<file path="src/rtl/vend_coin_arbiter.sv">
// vend_coin_arbiter
// Front end for the vending core. Two coin slots share the core's single
// money_in port through a round-robin valid/ready arbiter. Each accepted coin
// is issued to the core as a one-cycle pulse. The core's goods_out/change
// result is then sampled, and any change is paid out through a hopper
// handshake, one 0.5 coin at a time. A hopper timeout locks the block out
// until reset.
//
// Ports
//   Clk, rst                       clock, async active-high reset
//   coin_{a,b}_valid/_val/_ready   slot handshakes (ready is combinational)
//   money_in                       registered coin pulse to the core
//   goods_out, change              result from the core
//   hop_req, hop_ack               hopper handshake, one 0.5 coin per ack
//   coin_rej                       pulse: accepted coin had an illegal code
//   vend_done                      pulse: vend and all change complete
//   busy                           high outside IDLE
//   hop_err                        sticky hopper timeout
module vend_coin_arbiter #(
  parameter int HOP_TIMEOUT = 16
) (
  input  logic       Clk,
  input  logic       rst,
  input  logic       coin_a_valid,
  input  logic [2:0] coin_a_val,
  output logic       coin_a_ready,
  input  logic       coin_b_valid,
  input  logic [2:0] coin_b_val,
  output logic       coin_b_ready,
  output logic [2:0] money_in,
  input  logic       goods_out,
  input  logic [1:0] change,
  output logic       hop_req,
  input  logic       hop_ack,
  output logic       coin_rej,
  output logic       vend_done,
  output logic       busy,
  output logic       hop_err
);

  localparam int TW = $clog2(HOP_TIMEOUT + 1);

  typedef enum logic [2:0] {S_IDLE, S_ISSUE, S_WAIT, S_PAYOUT, S_GAP} state_t;

  state_t        state, state_d;
  logic          last, last_d;          // 0 = slot A, 1 = slot B
  logic [1:0]    pay_cnt, pay_cnt_d;
  logic [TW-1:0] tmr, tmr_d;
  logic [2:0]    money_d;
  logic          hop_req_d, coin_rej_d, vend_done_d, hop_err_d, busy_d;

  logic          grant_a, grant_b, hs, legal;
  logic [2:0]    hs_val;

  // Round robin: on contention the slot that was not granted last wins.
  always_comb begin
    grant_a      = coin_a_valid & (~coin_b_valid | last);
    grant_b      = coin_b_valid & (~coin_a_valid | ~last);
    coin_a_ready = (state == S_IDLE) & ~hop_err & grant_a;
    coin_b_ready = (state == S_IDLE) & ~hop_err & grant_b;
    hs           = coin_a_ready | coin_b_ready;
    hs_val       = coin_a_ready ? coin_a_val : coin_b_val;
    case (hs_val)
      3'b001, 3'b010, 3'b100: legal = 1'b1;
      default:                legal = 1'b0;
    endcase
  end

  always_comb begin
    state_d     = state;
    last_d      = last;
    pay_cnt_d   = pay_cnt;
    tmr_d       = tmr;
    money_d     = 3'b000;
    hop_req_d   = 1'b0;
    coin_rej_d  = 1'b0;
    vend_done_d = 1'b0;
    hop_err_d   = hop_err;
    case (state)
      S_IDLE: begin
        if (hs) begin
          last_d = coin_b_ready;
          // The money_in register doubles as the coin latch, so the core
          // sees the coin in the cycle right after the handshake.
          if (legal) begin
            money_d = hs_val;
            state_d = S_ISSUE;
          end else begin
            coin_rej_d = 1'b1;
          end
        end
      end
      S_ISSUE: state_d = S_WAIT;
      S_WAIT: begin
        if (!goods_out) begin
          state_d = S_IDLE;
        end else if (change == 2'b00) begin
          vend_done_d = 1'b1;
          state_d     = S_IDLE;
        end else begin
          pay_cnt_d = change;
          tmr_d     = '0;
          hop_req_d = 1'b1;
          state_d   = S_PAYOUT;
        end
      end
      S_PAYOUT: begin
        if (hop_ack) begin
          pay_cnt_d = pay_cnt - 2'd1;
          tmr_d     = '0;
          state_d   = S_GAP;
        end else if (tmr == TW'(HOP_TIMEOUT - 1)) begin
          // This was the last allowed unacknowledged cycle of hop_req.
          hop_err_d = 1'b1;
          pay_cnt_d = 2'd0;
          tmr_d     = '0;
          state_d   = S_IDLE;
        end else begin
          tmr_d     = tmr + 1'b1;
          hop_req_d = 1'b1;
        end
      end
      S_GAP: begin
        if (pay_cnt == 2'd0) begin
          vend_done_d = 1'b1;
          state_d     = S_IDLE;
        end else begin
          tmr_d     = '0;
          hop_req_d = 1'b1;
          state_d   = S_PAYOUT;
        end
      end
      default: state_d = S_IDLE;
    endcase
    busy_d = (state_d != S_IDLE);
  end

  always_ff @(posedge Clk or posedge rst) begin
    if (rst) begin
      state     <= S_IDLE;
      last      <= 1'b1;
      pay_cnt   <= 2'd0;
      tmr       <= '0;
      money_in  <= 3'b000;
      hop_req   <= 1'b0;
      coin_rej  <= 1'b0;
      vend_done <= 1'b0;
      hop_err   <= 1'b0;
      busy      <= 1'b0;
    end else begin
      state     <= state_d;
      last      <= last_d;
      pay_cnt   <= pay_cnt_d;
      tmr       <= tmr_d;
      money_in  <= money_d;
      hop_req   <= hop_req_d;
      coin_rej  <= coin_rej_d;
      vend_done <= vend_done_d;
      hop_err   <= hop_err_d;
      busy      <= busy_d;
    end
  end

endmodule

</file>
<file path="config.mk">
export PLATFORM = sky130hd
export DESIGN_NAME = vend_coin_arbiter
export DESIGN_NICKNAME = d
export VERILOG_FILES = /design/src/rtl/vend_coin_arbiter.sv
export SDC_FILE = /design/constraint.sdc
export NUM_CORES = 1
export LEC_CHECK = 0
export BUFFER_PORTS_ARGS = -buffer_cell sky130_fd_sc_hd__buf_4
export CAP_MARGIN = 40
export CORE_MARGIN = 4
export CORE_UTILIZATION = 45
export CTS_CLUSTER_SIZE = 28
export DETAILED_ROUTE_END_ITERATION = 12
export PLACE_DENSITY_LB_ADDON = 0.08
export SETUP_SLACK_MARGIN = 0.02
export SYNTH_ARGS = -nofsm -noshare
export SYNTH_HDL_FRONTEND = slang
export SYNTH_SLANG_ARGS = --single-unit
export TNS_END_PERCENT = 20
</file>
<file path="constraint.sdc">
create_clock -name Clk -period 2.1 [get_ports Clk]
set_input_delay 0.315 -clock Clk [delete_from_list [all_inputs] [get_ports Clk]]
set_output_delay 0.315 -clock Clk [all_outputs]
set_load 0.02 [all_outputs]
</file>
# Word-level counts from Yosys, hierarchy flattened
# Cells that the tools add are included.
# classes
reduce_logical	11
bitwise	13
addsub	2
muxes	37
n_eq_ne	12
# ops
operator	count
5-bit 2-to-1 mux	5
3-bit 2-to-1 mux	8
3-bit one-hot mux with 5 select lines	1
5-bit one-hot mux with 3 select lines	1
2-bit 2-to-1 mux	7
1-bit 2-to-1 mux	12
3-bit by 2-bit equality test with 1-bit output (second input constant)	3
4-bit AND reduction	2
3-bit by 1-bit equality test with 1-bit output (second input constant)	2
3-bit equality test (second input constant)	2
2-bit inequality test (second input constant)	3
3-bit nonzero test	2
5-bit by 1-bit adder with 5-bit output (second input constant)	1
1-bit AND	5
5-bit by 4-bit equality test with 1-bit output (second input constant)	1
1-bit NOT	5
2-bit logical NOT	2
2-bit one-hot mux with 2 select lines	1
3-bit logical NOT	1
3-bit inequality test (second input constant)	1
1-bit OR	3
1-bit one-hot mux with 3 select lines	1
3-bit AND reduction	1
3-bit OR reduction	1
4 further kinds	4
# totals
elab_cells	85
output_inout_bits	10
inputBits	14
ff_bits	19

# Longest topological paths before layout
# Gate-level depths: netlist of the first run.
# logic_depth
word_depth	12
ltp_mapped	6
ltp_nobuf	6

# Worst setup path after synthesis of the first run
# OpenSTA, ideal clock, no wires.
# synth_path
path_kind	flip-flop to flip-flop
startpoint	reg hop_err
endpoint	reg coin_rej
required_time_ns	1.989
slack_ns	0.337
arrival_ns	1.652
stages_incl_launch_ff	5
path_cell_list	dfrtp_1 nor4_4 nand3_4 mux2_4 a2111oi_2
# synth_via
elab_chain_len	10
word_cells_on_any_way	14
classes_between	3 x eq/ne; 5 x mux; 5 x bitwise; 1 x reduce/logical
# synth_rtl
element	line_no	source
start, declared	38	output logic hop_err
start signal, assigned	159	hop_err <= hop_err_d;
1-bit NOT (*)	59, 60	
1-bit AND (*)	59, 60	
1-bit AND	59	coin_a_ready = (state == S_IDLE) & ~hop_err & grant_a;
3-bit 2-to-1 mux	62	hs_val = coin_a_ready ? coin_a_val : coin_b_val;
3-bit by 1-bit equality test with 1-bit output, or another cell as far along	63	case (hs_val)
3-bit OR reduction	63	
1-bit 2-to-1 mux	63	
1-bit 2-to-1 mux	85	if (legal) begin
1-bit 2-to-1 mux (*)	81	if (hs) begin
1-bit 2-to-1 mux (*)	79	case (state)
via coin_rej_d	50	logic hop_req_d, coin_rej_d, vend_done_d, hop_err_d, busy_d;
end signal, assigned	157	coin_rej <= coin_rej_d;
end, declared	35	output logic coin_rej,
# Mark *: on every way through the listed nets, which the timed path passes. The rest lies on a longest branch.
# A chain may end at the register's enable or synchronous reset.

# Worst setup path in the final report of the first run
# layout_path
startpoint	reg state[1]
endpoint	out coin_a_ready
# layout_via
elab_chain_len	3
# layout_rtl
element	line_no	source
start, declared	45	state_t state, state_d;
start signal, assigned	151	state <= state_d;
3-bit logical NOT	59	
1-bit AND (2 in a row)	59	
end, declared	26	output logic coin_a_ready,
# No other way between the ends.

==> metrics.txt, run 1 <==
Total GRT Usage 14.4%; crit-path cells nor4_4 > nand3_4 > inv_1 > buf_4; final worst path period share a little over 90%; via count between 800 and 900; Post-synth ARST share 100%; Iter 0 DRT Violations 18; Final Non-Filler Cells roughly 160; Clock Latency Late Sink roughly 290 ps; final WL about 2100 um; RePlAce Congestion ~0.81; maximum vdd drop 0.582 mV; Initial Utilization approximately half; # diodes 0; synth-to-layout area growth 21.1%; First-pass DRT Iterations 4; Setup Viol. Count Final 0; # hold bufs at CTS 0; CTS Buf Count 3; first-pass GRT wire length ~3700 um; post-DP HPWL roughly 1700 um; clk buf depth 2; post-route cell area 1310 um^2; syn_area_per_cell 9.94 um^2; root buf cell clkbuf_4; dpl cells between 150 and 200; Post-Syn Instances 109; die area around 3300 um^2; Max Slew Vio Count 0; Port Buffers 23; Setup Buffers After CTS 0; share of post-route cells with drive strength above 1 27.4%; worst hold path type input port to asynchronous set/reset pin; Post-synth EDFFs 0; mapped cell area approximately 1100 um^2; slowest CP cell dfrtp_1; Top delay family on crit path simple AND/OR/NAND/NOR gates; Worst-path clk slew approximately 100 ps; Vias/cell roughly 5.5; clk sink count 19; status finished clean; Crit path depth 4; initial antenna violation count 0; total number of H-tree levels 1; P per Cell Area between 900 and 1000 nW/um^2; Synth Net Count 125; Core ar. 2250 um^2; top-count cell post-synth dfrtp_1; Die Y roughly 57 um; Peak Freq roughly 520 MHz; CP required 1780 ps; pin count of the biggest net entering global routing 20; synth warn 0; vias in the first global route 830; Remaining Overflow, GRT 0; Clock Skews ~13 ps; RSZ-0062 raised after global routing no; ys flop type dfrtp_1; Final Hold Fails 0; Top Ports 24; CP Launch Type flop; maxcap violations 0; WP buf/inv 2; Die W between 50 and 60 um; Final ANT Viol Nets 0; Crit Path Max Fanout 9; synth top area cells dfrtp_1, o21ai_0, nor2_1; Yosys top cell by area dfrtp_1; final net count about 150; Least-Margin Pin Slew 701 ps; CP peak stage delay 470 ps; Tmin final 1940 ps; post-synthesis sequential area ratio approximately 44%; Wirelength per Cell approximately 13 um; Synth top area share between 40 and 50%; number of synthesized register bits 19; Setup CP Type flop to primary output; Distinct cells, synth 39; r2r worst-path depth 4; Post-synth top cells dfrtp_1, nor2_1, o21ai_0; CP Data Arrival Time 1620 ps; Worst setup EP type primary output; Leak Pwr a little over 0.6 nW; TritonCTS clock tree built; slew margin rel. between 50 and 60%; drt drc 0; Final TNS setup 0 ps; placed inst area approximately 1300 um^2; Pwr Total approximately 1.3 mW; post-CTS sizing 0; row count 17
==> path summary, 6_finish.rpt <==
check	from	to	slack, ps
setup / recovery	state[1]$_DFF_PP0_	coin_a_ready	160
hold / removal	rst	tmr[2]$_DFFE_PP0P_	130
setup reg to reg	state[1]$_DFF_PP0_	coin_rej$_DFF_PP0_	190
hold reg to reg	tmr[3]$_DFFE_PP0P_	tmr[3]$_DFFE_PP0P_	530
max in group asynchronous	rst	state[0]$_DFF_PP0_	1510
min in group Clk	coin_a_valid	last$_DFFE_PP1P_	250
==> layer usage <==
metal | share of wire (%) | global-route usage (%)
met1 | 47 | 20.7
met2 | 47 | 21.0
met3 | 5.6 | 2.94
met5 | 0 | 0
met4 | 0.89 | 5.96
==> layout make-up <==
| cell class | instances | area, um^2 |
|---|---|---|
| clock buffer | 4 | 26.3 |
| sequential | 19 | 477 |
| inverter | 7 | 26.3 |
| timing repair buffer | 23 | 173 |
| multi-input combinational | 82 | 576 |
| fill | 206 | 942 |
| tap | 28 | 35.0 |
==> layout by cell type, fill, tap and decap left out, drive strengths merged, types with 3 or more instances in the layout <==
master	n
buf	23
dfrtp	18
o21ai	10
nor2	9
nand2	7
inv	7
a21oi	6
a31oi	4
mux2	4
clkbuf	4
nand2b	3
nand3b	3
nor2b	3
or3	3
nand3	3
==> sequential cells by signal, indices dropped and copies added, names as in the netlist <==
name / count
state: 3
pay_cnt: 2
money_in: 3
coin_rej: 1
vend_done: 1
hop_req: 1
busy: 1
tmr: 5
hop_err: 1
last: 1
==> power by group <==
part	switching, mW	internal, mW
clock	0.100	0.0737
combinational	0.305	0.249
sequential	0.0940	0.474
total	0.499	0.797
==> metrics by stage <==
stage          worst slack [ps]  hold WS (ps)  utilization [%]
5_1_grt                    33.3           187             58.2
4_1_cts                     134           158             58.2
2_1_floorplan               337           265                -
3_3_place_gp                296           474             57.0
6_report                    162           133             58.2
3_5_place_dp                225           493             57.0
==> cells by family after synthesis <==
logic type | synth area share (%)
buffers and inverters | 2.89
flip-flops | 44.0
adder cells (fa/ha/maj) | 2.31
multiplexers | 5.43
XOR/XNOR | 3.23
AO/OA/AOI/OAI | 19.1
AND/OR/NAND/NOR | 23.1
Note: power is estimated with default switching activity, not from simulation.
==> inputs of run 2 (changes only) <==
--- a/config.mk
+++ b/config.mk
@@ -7,11 +7,14 @@
 export LEC_CHECK = 0
 export BUFFER_PORTS_ARGS = -buffer_cell sky130_fd_sc_hd__buf_4
 export CAP_MARGIN = 40
+export CELL_PAD_IN_SITES_DETAIL_PLACEMENT = 0
+export CELL_PAD_IN_SITES_GLOBAL_PLACEMENT = 1
 export CORE_MARGIN = 4
-export CORE_UTILIZATION = 45
+export CORE_UTILIZATION = 42
+export CTS_BUF_LIST = sky130_fd_sc_hd__clkbuf_4 sky130_fd_sc_hd__clkbuf_8
 export CTS_CLUSTER_SIZE = 28
 export DETAILED_ROUTE_END_ITERATION = 12
-export PLACE_DENSITY_LB_ADDON = 0.08
+export PLACE_DENSITY = 0.77
 export SETUP_SLACK_MARGIN = 0.02
 export SYNTH_ARGS = -nofsm -noshare
 export SYNTH_HDL_FRONTEND = slang
==> metrics.txt, run 2 (synthesis results as in run 1) <==
status finished clean (unchanged); Worst setup EP type primary output (unchanged); worst hold path type input port to asynchronous set/reset pin (unchanged); Top reg by flops tmr (unchanged); Iter 0 DRT Violations 35 (was 18); initial antenna violation count 0 (unchanged); Peak Freq 511 MHz (was 516 MHz); Least-Margin Pin Slew 712 ps (was 701 ps); Top Ports 24 (unchanged); met1 usage 18.5% (was 20.7%); Die Y 58.8 um (was 57.1 um); Clock Skews 2.95 ps (was 13.0 ps); CP Launch Type flop (unchanged); final net count 152 (unchanged); RSZ-0062 raised after global routing no (unchanged); Crit path depth 4 (unchanged); Tmin final 1960 ps (was 1940 ps); Final Non-Filler Cells 165 (was 163); Switching Fraction 39.2% (was 38.5%); row count 18 (was 17); r2r worst-path depth 4 (unchanged); Clock Latency Late Sink 290 ps (about the same); final worst path period share 93.3% (was 92.3%); Final ANT Viol Nets 0 (unchanged); Setup Viol. Count Final 0 (unchanged); Total GRT Usage 14.0% (was 14.4%); Top Registers tmr (5), money_in (3), state (3) (unchanged); Port Buffers 23 (unchanged); WP buf/inv 2 (unchanged); Setup Buffers After CTS 0 (unchanged); clk sink count 19 (unchanged); Hold Worst Slack 132 ps (was 133 ps); Crit Path Max Fanout 9 (unchanged); final WL 2220 um (was 2140 um); Final Hold Fails 0 (unchanged); CP Data Arrival Time 1640 ps (was 1620 ps); root buf cell clkbuf_4 (unchanged); Setup CP Type flop to primary output (unchanged); TritonCTS clock tree built (unchanged); Leak Pwr 0.611 nW (was 0.609 nW); pin count of the biggest net entering global routing 20 (unchanged); clk buf depth 2 (unchanged); GRT busiest layer met2 (unchanged); max reg flops 5 (unchanged); met2 usage 22.9% (was 21.0%); placed inst area 1290 um^2 (about the same); CTS Buf Count 3 (unchanged); Wirelength per Cell 13.5 um (was 13.1 um); Top delay family on crit path simple AND/OR/NAND/NOR gates (unchanged); post-CTS sizing 0 (unchanged); Max Slew Vio Count 0 (unchanged); sequential share of power 43.1% (was 43.9%); Die W 58.8 um (was 57.1 um); commonest non-fill, non-tap cell in the layout buf_4 (unchanged); post-DP HPWL 1770 um (was 1710 um); first-pass GRT wire length 3780 um (was 3670 um); area taken by multi-input logic gates 576 um^2 (unchanged); Vias/cell 5.45 (about the same); total number of H-tree levels 1 (unchanged); Worst-path clk slew 110 ps (was 100 ps); CP required 1780 ps (about the same); vias in the first global route 837 (was 830); maximum vdd drop 0.713 mV (was 0.582 mV); # diodes 0 (unchanged); Core ar. 2480 um^2 (was 2250 um^2); Post-Route Utilization 53.1% (was 58.2%); internal power 0.796 mW (was 0.797 mW); Remaining Overflow, GRT 0 (unchanged); synth-to-layout area growth 21.5% (was 21.1%); # hold bufs at CTS 0 (unchanged); Fillers 245 (was 206); commonest cells after routing, fill and taps aside buf_4, dfrtp_1, nor2_1 (unchanged); slew margin rel. 52.5% (was 53.2%); share of post-route cells with drive strength above 1 28.1% (was 27.4%); die area 3460 um^2 (was 3260 um^2); drt drc 0 (unchanged); slowest CP cell dfrtp_1 (unchanged); CP peak stage delay 470 ps (about the same); met3 usage 2.85% (was 2.94%); combinational power share 42.9% (was 42.7%); RePlAce Congestion 0.758 (was 0.811); dpl cells 161 (was 159); P_sw 0.514 mW (was 0.499 mW); via count 900 (was 889); Register Area 477 um^2 (unchanged); maxcap violations 0 (unchanged); post-route cell area 1320 um^2 (was 1310 um^2); First-pass DRT Iterations 4 (unchanged); Initial Utilization 43.7% (was 48.1%); P per Cell Area 996 nW/um^2 (was 987 nW/um^2); Final TNS setup 0 ps (unchanged); Clock Power Share 13.9% (was 13.4%); crit-path cells nor4_4 > nand3_4 > inv_1 > buf_4 (unchanged)
==> run 2: power groups by stage <==
stage / combinational (mW) / sequential (mW) / clock, mW
finish: 0.563 / 0.565 / 0.183
CTS: 0.570 / 0.567 / 0.194
global placement: 0.559 / 0.567 / 0
global route: 0.630 / 0.584 / 0.211
detailed placement: 0.570 / 0.575 / 0
floorplan: 0.353 / 0.598 / 0
==> run 2: layer usage <==
metal,vias up,part of all wire (%)
met1,425,45
li1,454,-
met3,2,3.1
met2,19,51
met4,0,1.1
met5,-,0
==> run 2: final cells by class <==
cell class                 instances  area share (%)
clock inverter                     1           0.380
inverter                           7            2.00
sequential                        19            36.2
clock buffer                       3            1.71
timing repair buffer              23            13.1
multi-input combinational         82            43.7
tap                               30            2.85
==> run 2: final timing paths <==
path / startpoint / to / slack [ps]
hold / removal: rst / vend_done$_DFF_PP0_ / 130
max in group asynchronous: rst / tmr[4]$_DFFE_PP0P_ / 1520
setup / recovery: state[1]$_DFF_PP0_ / coin_a_ready / 140
setup reg to reg: state[1]$_DFF_PP0_ / coin_rej$_DFF_PP0_ / 260
hold reg to reg: tmr[3]$_DFFE_PP0P_ / tmr[3]$_DFFE_PP0P_ / 520
min in group Clk: coin_a_valid / last$_DFFE_PP1P_ / 250
==> run 2: per-stage QoR <==
| step | power, mW | worst slack (ps) |
|---|---|---|
| 3_3_place_gp | 1.13 | 318 |
| 2_1_floorplan | 0.951 | 337 |
| 5_1_grt | 1.43 | 33.4 |
| 3_5_place_dp | 1.14 | 258 |
| 4_1_cts | 1.33 | 120 |
| 6_report | 1.31 | 142 |
